`src/rtl/tjrpu_wb_pkg.sv`:
```
// Shared types and default sizing for the tjrpu Wishbone single-transfer initiator.
package tjrpu_wb_pkg;

  localparam int unsigned WBM_ADR_W          = 32;
  localparam int unsigned WBM_DAT_W          = 32;
  localparam int unsigned WBM_TIMEOUT_CYCLES = 255;
  localparam int unsigned WBM_CNT_W          = 16;

  typedef enum logic [1:0] {
    WBM_IDLE = 2'd0,
    WBM_BUS  = 2'd1,
    WBM_RESP = 2'd2
  } wbm_state_e;

endpackage

```
`src/rtl/wbm_timeout_ctr.sv`:
```
// Loadable saturating cycle counter; tc_o flags that the next counted cycle is the LIMIT-th.
module wbm_timeout_ctr
  import tjrpu_wb_pkg::*;
#(
  parameter int unsigned CNT_W = WBM_CNT_W,
  parameter int unsigned LIMIT = WBM_TIMEOUT_CYCLES
) (
  input  logic clk_i,
  input  logic rst_i,
  input  logic load_i,
  input  logic inc_i,
  output logic tc_o
);

  logic [CNT_W-1:0] cnt_q, cnt_d;
  logic             tc_q, tc_d;

  always_comb begin
    cnt_d = cnt_q;
    if (load_i) begin
      cnt_d = '0;
    end else if (inc_i && (cnt_q != {CNT_W{1'b1}})) begin
      cnt_d = cnt_q + CNT_W'(1);
    end
    tc_d = (cnt_d == CNT_W'(LIMIT - 1));
  end

  always_ff @(posedge clk_i) begin
    if (rst_i) begin
      cnt_q <= '0;
      tc_q  <= 1'b0;
    end else begin
      cnt_q <= cnt_d;
      tc_q  <= tc_d;
    end
  end

  assign tc_o = tc_q;

endmodule

```
`src/rtl/la_wb_master.sv`:
```
// Wishbone classic single-transfer initiator with valid/ready command and response channels.
// Optional ack timeout is enabled by defining TJRPU_WBM_TIMEOUT_EN.
module la_wb_master
  import tjrpu_wb_pkg::*;
#(
  parameter  int unsigned ADR_W          = WBM_ADR_W,
  parameter  int unsigned DAT_W          = WBM_DAT_W,
  localparam int unsigned SEL_W          = DAT_W / 8,
  parameter  int unsigned TIMEOUT_CYCLES = WBM_TIMEOUT_CYCLES
) (
  input  logic             wb_clk_i,
  input  logic             wb_rst_i,
  input  logic             cmd_valid,
  output logic             cmd_ready,
  input  logic             cmd_we,
  input  logic [ADR_W-1:0] cmd_adr,
  input  logic [DAT_W-1:0] cmd_dat,
  input  logic [SEL_W-1:0] cmd_sel,
  output logic             rsp_valid,
  input  logic             rsp_ready,
  output logic [DAT_W-1:0] rsp_dat,
  output logic             rsp_err,
  output logic             wbm_cyc_o,
  output logic             wbm_stb_o,
  output logic             wbm_we_o,
  output logic [ADR_W-1:0] wbm_adr_o,
  output logic [DAT_W-1:0] wbm_dat_o,
  output logic [SEL_W-1:0] wbm_sel_o,
  input  logic             wbm_ack_i,
  input  logic [DAT_W-1:0] wbm_dat_i
);

  if ((DAT_W % 8) != 0 || TIMEOUT_CYCLES < 1 || TIMEOUT_CYCLES > 65535) begin : g_bad_cfg
    $error("la_wb_master: DAT_W must be a multiple of 8 and TIMEOUT_CYCLES within 1..65535");
  end

  wbm_state_e       state_q, state_d;
  logic             cmd_ready_q, cmd_ready_d;
  logic             cyc_q, cyc_d;
  logic             we_q, we_d;
  logic [ADR_W-1:0] adr_q, adr_d;
  logic [DAT_W-1:0] dat_q, dat_d;
  logic [SEL_W-1:0] sel_q, sel_d;
  logic             rsp_valid_q, rsp_valid_d;
  logic [DAT_W-1:0] rsp_dat_q, rsp_dat_d;
  logic             accept_c;

  assign accept_c = (state_q == WBM_IDLE) && cmd_valid && cmd_ready_q;

`ifdef TJRPU_WBM_TIMEOUT_EN
  logic rsp_err_q, rsp_err_d;
  logic tmo_tc;

  wbm_timeout_ctr #(
    .CNT_W (WBM_CNT_W),
    .LIMIT (TIMEOUT_CYCLES)
  ) u_timeout_ctr (
    .clk_i  (wb_clk_i),
    .rst_i  (wb_rst_i),
    .load_i (accept_c),
    .inc_i  ((state_q == WBM_BUS) && !wbm_ack_i),
    .tc_o   (tmo_tc)
  );

  assign rsp_err = rsp_err_q;
`else
  assign rsp_err = 1'b0;
`endif

  // Next-state and registered-output logic
  always_comb begin
    state_d     = state_q;
    cmd_ready_d = cmd_ready_q;
    cyc_d       = cyc_q;
    we_d        = we_q;
    adr_d       = adr_q;
    dat_d       = dat_q;
    sel_d       = sel_q;
    rsp_valid_d = rsp_valid_q;
    rsp_dat_d   = rsp_dat_q;
`ifdef TJRPU_WBM_TIMEOUT_EN
    rsp_err_d   = rsp_err_q;
`endif
    unique case (state_q)
      WBM_IDLE: begin
        cmd_ready_d = 1'b1;
        if (accept_c) begin
          we_d        = cmd_we;
          adr_d       = cmd_adr;
          dat_d       = cmd_dat;
          sel_d       = cmd_sel;
          cyc_d       = 1'b1;
          cmd_ready_d = 1'b0;
          state_d     = WBM_BUS;
        end
      end
      WBM_BUS: begin
        if (wbm_ack_i) begin
          cyc_d       = 1'b0;
          rsp_dat_d   = we_q ? '0 : wbm_dat_i;
          rsp_valid_d = 1'b1;
`ifdef TJRPU_WBM_TIMEOUT_EN
          rsp_err_d   = 1'b0;
`endif
          state_d     = WBM_RESP;
        end
`ifdef TJRPU_WBM_TIMEOUT_EN
        else if (tmo_tc) begin
          cyc_d       = 1'b0;
          rsp_dat_d   = '0;
          rsp_valid_d = 1'b1;
          rsp_err_d   = 1'b1;
          state_d     = WBM_RESP;
        end
`endif
      end
      WBM_RESP: begin
        if (rsp_ready) begin
          rsp_valid_d = 1'b0;
          cmd_ready_d = 1'b1;
          state_d     = WBM_IDLE;
        end
      end
      default: begin
        state_d     = WBM_IDLE;
        cyc_d       = 1'b0;
        rsp_valid_d = 1'b0;
        cmd_ready_d = 1'b0;
      end
    endcase
  end

  always_ff @(posedge wb_clk_i) begin
    if (wb_rst_i) begin
      state_q     <= WBM_IDLE;
      cmd_ready_q <= 1'b0;
      cyc_q       <= 1'b0;
      we_q        <= 1'b0;
      adr_q       <= '0;
      dat_q       <= '0;
      sel_q       <= '0;
      rsp_valid_q <= 1'b0;
      rsp_dat_q   <= '0;
`ifdef TJRPU_WBM_TIMEOUT_EN
      rsp_err_q   <= 1'b0;
`endif
    end else begin
      state_q     <= state_d;
      cmd_ready_q <= cmd_ready_d;
      cyc_q       <= cyc_d;
      we_q        <= we_d;
      adr_q       <= adr_d;
      dat_q       <= dat_d;
      sel_q       <= sel_d;
      rsp_valid_q <= rsp_valid_d;
      rsp_dat_q   <= rsp_dat_d;
`ifdef TJRPU_WBM_TIMEOUT_EN
      rsp_err_q   <= rsp_err_d;
`endif
    end
  end

  assign cmd_ready = cmd_ready_q;
  assign rsp_valid = rsp_valid_q;
  assign rsp_dat   = rsp_dat_q;
  assign wbm_cyc_o = cyc_q;
  assign wbm_stb_o = cyc_q;
  assign wbm_we_o  = we_q;
  assign wbm_adr_o = adr_q;
  assign wbm_dat_o = dat_q;
  assign wbm_sel_o = sel_q;

endmodule
```
`config.mk`:
```
export PLATFORM = sky130hd
export DESIGN_NAME = la_wb_master
export DESIGN_NICKNAME = d
export VERILOG_FILES = /design/src/rtl/tjrpu_wb_pkg.sv /design/src/rtl/wbm_timeout_ctr.sv /design/src/rtl/la_wb_master.sv
export SDC_FILE = /design/constraint.sdc
export NUM_CORES = 1
export LEC_CHECK = 0
export CAP_MARGIN = 10
export CORE_MARGIN = 1.5
export CORE_UTILIZATION = 35
export DETAILED_ROUTE_END_ITERATION = 10
export GPL_TIMING_DRIVEN = 0
export PLACE_DENSITY_LB_ADDON = 0.15
export SLEW_MARGIN = 30
export SYNTH_ARGS = -nofsm -noshare
export SYNTH_HDL_FRONTEND = slang
export SYNTH_SLANG_ARGS = --single-unit
```
`constraint.sdc`:
```
create_clock -name wb_clk_i -period 1.25 [get_ports wb_clk_i]
set_input_delay 0.25 -clock wb_clk_i [delete_from_list [all_inputs] [get_ports wb_clk_i]]
set_output_delay 0.25 -clock wb_clk_i [all_outputs]
set_load 0.01 [all_outputs]
```
==> results of run 1 <==
## tightest hold or removal path: cells and delay by family
| kind | cells | cell delay (ns) |
|---|---|---|
| buf+inv | 1 | 0.17 |
| compound gates | 1 | 0.13 |
| simple gates | 1 | 0.04 |
## layout make-up
| class | count | area, sq um | area share |
|---|---|---|---|
| plain buffers | 39 | 327.8 | 0.04972 |
| well taps | 140 | 175.2 | 0.02657 |
| flip-flops and latches | 106 | 2136 | 0.3239 |
| multi-input cells | 322 | 1817 | 0.2755 |
| clock inverters | 5 | 37.54 | 0.005693 |
| inverters | 1 | 3.754 | 0.0005693 |
| repair buffers | 222 | 1956 | 0.2966 |
| clock buffers | 11 | 141.4 | 0.02144 |
## cells in the final DEF, fill, tap and decap left out, drive strengths merged
master and instances:
nand4bb 1, clkbuf 95, a21oi 106, clkdlybuf4s50 103, buf 33, nor3 1
clkdlybuf4s15 40, conb 1, o21a 1, and3b 1, clkinv 1, nand2 170
o211a 1, nor2 4, dlymetal6s2s 1, a2bb2oi 1, clkinvlp 2, and4bb 1
inv 3, dfxtp 106, or3b 1, nand3b 33
## per-layer routing
| layer | global-route usage | up-vias | part of all wire |
|---|---|---|---|
| li1 | - | 1995 | - |
| met2 | 0.3553 | 134 | 0.50 |
| met4 | 0.05733 | 0 | 0.012 |
| met1 | 0.2297 | 1880 | 0.42 |
| met3 | 0.06269 | 12 | 0.071 |
| met5 | 0 | - | 0 |
## logic make-up (layout without fill, tap and decap cells)
logic type | after synthesis | count (layout) | share of synthesized area
simple gates | 212 | 212 | 0.2437
buf+inv | 43 | 278 | 0.06600
flops | 106 | 106 | 0.5460
other cells | 1 | 1 | 0.0009649
compound gates | 109 | 109 | 0.1433
## flip-flops by register name (all words and copies together), names as in the netlist
register	count
wbm_we_o	1
rsp_valid	1
wbm_cyc_o	1
state_q	2
wbm_sel_o	4
rsp_dat	32
wbm_adr_o	32
wbm_dat_o	32
cmd_ready	1
## timing repair
item / 4_1_cts / 5_1_grt
setup buffers: 5 / 3
gates resized for setup: 173 / 238
cloned: 1 / 4
pin swaps: 3 / 38
setup endpoints to repair: 208 / 195
## stage by stage
stage                       util  hold slack (ns)  total power (W)
after floorplan                -           0.3860         0.004170
after global placement    0.5676           0.4373         0.004905
after detailed placement  0.5676           0.4430         0.004934
after CTS                 0.5860           0.4099         0.006833
after global routing      0.6083           0.2730         0.007281
final                     0.6083           0.2657         0.006923
## final timing paths
path         startpoint      endpoint  slack [ns]  depth (start not counted)
max          state_q[1]  wbm_dat_o[8]       -0.07                          5
min           wbm_ack_i     wbm_cyc_o        0.27                          3
min reg2reg  rsp_dat[1]    rsp_dat[1]        0.45                          2
max reg2reg  state_q[1]  wbm_dat_o[8]       -0.07                          5
## power by group
group	total [W]	switching, W	internal, W
clock	0.00195	0.00116	0.000792
sequential	0.00361	0.0000861	0.00353
combinational	0.00136	0.000623	0.000738
total	0.00692	0.00186	0.00506
==> impl_metrics.env, run 1 <==
export IMPL_synth_net_count=577
export IMPL_syn_inst=471
export IMPL_criticalPathCategory="reg -> reg"
export IMPL_globalplace_congestion=0.7871
export IMPL_hold_viol=0
export IMPL_pre_cts_ws_ns=-0.4959
export IMPL_netlist_area_sq_um=3886
export IMPL_grt_total_usage=0.1999
export IMPL_grt_pass1_vias=3923
export IMPL_layout_drive_gt1_share=0.2790
export IMPL_rsz0062_at_grt="yes"
export IMPL_synth_most_common_cell="nand2_1"
export IMPL_grt_max_degree=18
export IMPL_num_vias=4021
export IMPL_finalCritPeriodShare=1.055
export IMPL_postSynthAreaPerCell_sq_um=8.251
export IMPL_htree_num_levels=3
export IMPL_cp_end_kind="register"
export IMPL_hold_path_class="in -> reg"
export IMPL_cp_max_fo=8
export IMPL_diodes=0
export IMPL_grt_antenna_before_repair=0
export IMPL_maxSlewHeadroom=0.5732
export IMPL_synth_area_top_cells="dfxtp_1, nand2_1, a21oi_1"
export IMPL_drc=0
export IMPL_setup_viol=70
export IMPL_viasPerCell=4.753
export IMPL_die_h_microns=108.4
export IMPL_clkTransAtPathRegs_ns=0.09
export IMPL_ys_ff_latch=106
export IMPL_async_reset_ff_frac=0
export IMPL_rows=38
export IMPL_cts_hold_buf=0
export IMPL_syn_to_final_growth_pct=69.67
export IMPL_crit_arrival_ns=1.61
export IMPL_setup_ws_ns=-0.06917
export IMPL_grt_pass1_wl_microns=18540
export IMPL_die_x_microns=108.4
export IMPL_fin_crit_ns=1.319
export IMPL_drt_total_wl_microns=12470
export IMPL_yosys_area_top_type_share=0.5460
export IMPL_drtPass1Iterations=4
export IMPL_drt_iter0_drc=200
export IMPL_cp_slowest_cell="and4bb_2"
export IMPL_finalMaxSlewViolations=0
export IMPL_dp_hpwl_microns=8844
export IMPL_synth_seq_area_share=0.5460
export IMPL_worst_pin_slew_ns=0.6402
export IMPL_place_area_sq_um=6153
export IMPL_io_buffers=209
export IMPL_cap_violations=0
export IMPL_dp_cells=820
export IMPL_cts_sinks=106
export IMPL_layout_nets=807
export IMPL_synth_edf_count=0
export IMPL_path_delay_family="simple AND/OR/NAND/NOR gates"
export IMPL_fin_cells=846
export IMPL_p_per_area_nw_per_um2=1050
export IMPL_crit_chain="and4bb_2 > clkbuf_16 > clkbuf_16 > nand2_2 > a21oi_2"
export IMPL_worstPathRequired_ns=1.54
export IMPL_core_area_sq_um=10840
export IMPL_fmax_mhz=758.1
export IMPL_tritoncts="done"
export IMPL_start_util=0.3585
export IMPL_yosysWarnings=0
export IMPL_design_area_sq_um=6594
export IMPL_final_setup_skew_ns=0.009678
export IMPL_fin_setup_tns_ns=-2.082
export IMPL_synth_top_cell_by_area="dfxtp_1"
export IMPL_ant_nets=0
export IMPL_wl_per_cell_microns=14.74
export IMPL_die_area_sq_um=11750
export IMPL_cts_made_buffers=9
export IMPL_synth_cell_types=20
export IMPL_gr_total_overflow=0
export IMPL_clock_root_buffer="clkbuf_8"
export IMPL_max_stage_delay_ns=0.38
export IMPL_clk_latency_ns=0.36
export IMPL_critPathLaunchType="register"
export IMPL_crit_top_cell="clkbuf_16"
export IMPL_crit_buf_inv=2
export IMPL_ir_worst_vdd_uv=679.6
export IMPL_synth_common_cells="nand2_1, a21oi_1, dfxtp_1"
export IMPL_clock_path_buffers=2
export IMPL_io_pins=212
export IMPL_n_fill_cell=976
export IMPL_p_leak_nw=2.578
export IMPL_status="finished with violations"
export IMPL_synth_ff_type="dfxtp_1"
export IMPL_violations="negative setup slack"
Note: power is estimated with default switching activity, not from simulation.
==> run 2, diff against run 1 <==
- SYNTH_HIERARCHICAL: default -> 1
==> results of run 2 <==
The final DEF is identical to that of run 1; final timing and power are the same.
Main changes from that run: Yosys warning count 0 -> 6
==> run 3, diff against run 2 <==
- TNS_END_PERCENT: default -> 5
- clock period: 1.25 -> 1.2 ns (I/O delays scaled with it)
==> run 3 against run 2 <==
The flow still finishes with violations (negative setup slack); utilization decreased by 1.1 points; setup slack worse by 0.086 ns; sequential share of layout area rose by 1.7 points; synthesized cell count unchanged; non-clock buffer count shrank 2; flip-flop and latch count unchanged; clock skew increased by 0.0063 ns; clock-buffer cell count did not move; fmax fell by 2.7%; sequential power grew 5%; routed wire length decreased by 2.9%; cell area shrank 1.8%; largest cell class unchanged; highest routed layer unchanged.
==> impl_metrics.env, run 3 <==
export IMPL_cts_sinks=106
export IMPL_worst_hold_slack_ns=0.4023
export IMPL_cp_end_kind="register"
export IMPL_setup_viol=102
export IMPL_postSynthAreaPerCell_sq_um=8.251
export IMPL_fin_crit_ns=1.355
export IMPL_io_buffers=209
export IMPL_crit_cells=7
export IMPL_htree_num_levels=3
export IMPL_clk_latency_ns=0.36
export IMPL_yosysWarnings=6
export IMPL_worst_pin_slew_ns=0.5828
export IMPL_drc=0
export IMPL_clkTransAtPathRegs_ns=0.11
export IMPL_synth_net_count=577
export IMPL_netlist_area_sq_um=3886
export IMPL_cp_max_fo=10
export IMPL_hold_depth=3
export IMPL_diodes=0
export IMPL_crit_buf_inv=4
export IMPL_path_delay_family="buffers and inverters"
export IMPL_hold_viol=0
export IMPL_hp_start="cmd_adr[17]"
export IMPL_p_per_area_nw_per_um2=1099
export IMPL_criticalPathCategory="reg -> reg"
export IMPL_clock_path_buffers=2
export IMPL_io_pins=212
export IMPL_maxSlewHeadroom=0.6115
export IMPL_final_setup_skew_ns=0.01597
export IMPL_crit_arrival_ns=1.65
export IMPL_rsz0062_at_grt="yes"
export IMPL_finalMaxSlewViolations=0
export IMPL_grt_max_degree=18
export IMPL_cap_violations=0
export IMPL_grt_total_usage=0.2022
export IMPL_synth_edf_count=0
export IMPL_globalplace_congestion=0.7280
export IMPL_max_stage_delay_ns=0.36
export IMPL_synth_area_top_cells="dfxtp_1, nand2_1, a21oi_1"
export IMPL_tritoncts="done"
export IMPL_grt_pass1_wl_microns=18800
export IMPL_synth_top_cell_by_area="dfxtp_1"
export IMPL_ys_ff_latch=106
export IMPL_grt_antenna_before_repair=0
export IMPL_cts_made_buffers=9
export IMPL_gr_total_overflow=0
export IMPL_ir_worst_vdd_uv=710.8
export IMPL_crit_chain="and4bb_1 > buf_6 > buf_12 > buf_12 > buf_8 > nand2_1 > a21oi_2"
export IMPL_critPathLaunchType="register"
export IMPL_synth_common_cells="nand2_1, a21oi_1, dfxtp_1"
export IMPL_die_area_sq_um=11750
export IMPL_worstPathRequired_ns=1.49
export IMPL_dp_hpwl_microns=8767
export IMPL_drt_total_wl_microns=12110
export IMPL_drtPass1Iterations=4
export IMPL_setup_ws_ns=-0.1553
export IMPL_die_x_microns=108.4
export IMPL_pre_cts_ws_ns=-0.5811
export IMPL_synth_ff_type="dfxtp_1"
export IMPL_clock_root_buffer="clkbuf_8"
export IMPL_final_cell_mix="nand2_1, clkdlybuf4s50_1, a21oi_1"
export IMPL_wl_per_cell_microns=14.35
export IMPL_rows=38
export IMPL_core_area_sq_um=10840
export IMPL_die_h_microns=108.4
export IMPL_viasPerCell=4.691
export IMPL_ant_nets=0
export IMPL_layout_drive_gt1_share=0.3494
export IMPL_n_fill_cell=1001
export IMPL_async_reset_ff_frac=0
export IMPL_synth_seq_area_share=0.5460
export IMPL_drt_iter0_drc=221
export IMPL_start_util=0.3585
export IMPL_crit_top_cell="buf_12"
export IMPL_p_leak_nw=2.485
export IMPL_synth_most_common_cell="nand2_1"
export IMPL_cp_slowest_cell="dfxtp_4"
export IMPL_min_to="wbm_adr_o[17]"
export IMPL_status="finished with violations"
export IMPL_violations="negative setup slack"
export IMPL_r2r_end="wbm_adr_o[7]"
export IMPL_syn_inst=471
export IMPL_yosys_area_top_type_share=0.5460
export IMPL_fmax_mhz=737.8
export IMPL_finalCritPeriodShare=1.129
export IMPL_layout_nets=805
export IMPL_hold_path_class="in -> reg"
export IMPL_syn_to_final_growth_pct=66.68
export IMPL_final_common_cell="nand2_1"
export IMPL_r2r_setup_slack_ns=-0.16
export IMPL_synth_cell_types=20
export IMPL_num_vias=3959
export IMPL_ff2ff_path_depth=7
export IMPL_grt_pass1_vias=3916
export IMPL_r2r_start="state_q[0]"
run 3: final cells by class:
cell class / count / area, sq um / area share
sequential: 106 / 2211 / 0.3413
timing repair buffer: 219 / 1958 / 0.3023
multi-input combinational: 322 / 1602 / 0.2472
buffer: 40 / 357.8 / 0.05524
tap: 140 / 175.2 / 0.02704
clock buffer: 11 / 131.4 / 0.02028
clock inverter: 5 / 38.79 / 0.005988
inverter: 1 / 3.754 / 0.0005795
run 3: report_power, final:
group          total, W  switching [W]  internal [W]
Clock           0.00198        0.00120      0.000773
Sequential      0.00378      0.0000855       0.00369
Combinational   0.00137       0.000592      0.000774
Total           0.00712        0.00188       0.00524
run 3: worst max path at each step:
stage / start / endpoint / slack [ns]
6_report: state_q[0] / wbm_adr_o[7] / -0.16
2_1_floorplan: state_q[1] / wbm_cyc_o / 0.002
4_1_cts: state_q[0] / wbm_adr_o[8] / -0.13
5_1_grt: state_q[0] / wbm_adr_o[7] / -0.20
3_3_place_gp: wbm_ack_i / rsp_dat[18] / -0.46
3_5_place_dp: wbm_ack_i / rsp_dat[15] / -0.58
run 3: worst register-to-register path: cells and delay by family, from the launching register on:
kind | cells | cell delay (ns)
AO/OA/AOI/OAI | 1 | 0.12
buffers and inverters | 4 | 0.46
flip-flops | 1 | 0.36
AND/OR/NAND/NOR | 2 | 0.36
run 3: logic make-up after synthesis:
logic type / synth area share
compound gates: 0.1433
flops: 0.5460
buf+inv: 0.06600
simple gates: 0.2437
other cells: 0.0009649
run 3: stage by stage:
step,power (W),cell area (sq um),setup TNS [ns],utilization,std cells
6_report,0.007117,6477,-8.059,0.5975,844
5_1_grt,0.007483,6477,-14.59,0.5975,844
4_1_cts,0.007206,6678,-7.581,0.6160,844
3_5_place_dp,0.005136,6156,-38.11,0.5679,820
3_3_place_gp,0.005109,6156,-33.16,0.5679,820
2_1_floorplan,0.004344,3889,0,-,471
run 3: per-layer routing:
layer,part of all wire,wire (microns),track usage,vias up
met5,0,0,0,-
met4,0.014,174,0.06203,0
met3,0.078,943,0.05907,14
met2,0.49,5978,0.3535,136
met1,0.41,5012,0.2385,1820
li1,-,-,-,1989
run 3: what timing repair did:
item / CTS / global route
pin swaps: 22 / 24
buffers inserted: 8 / 0
resized for setup: 342 / 149
hold buffers: 0 / 0
endpoints found under the setup margin: 208 / 202
gates cloned: 2 / 0
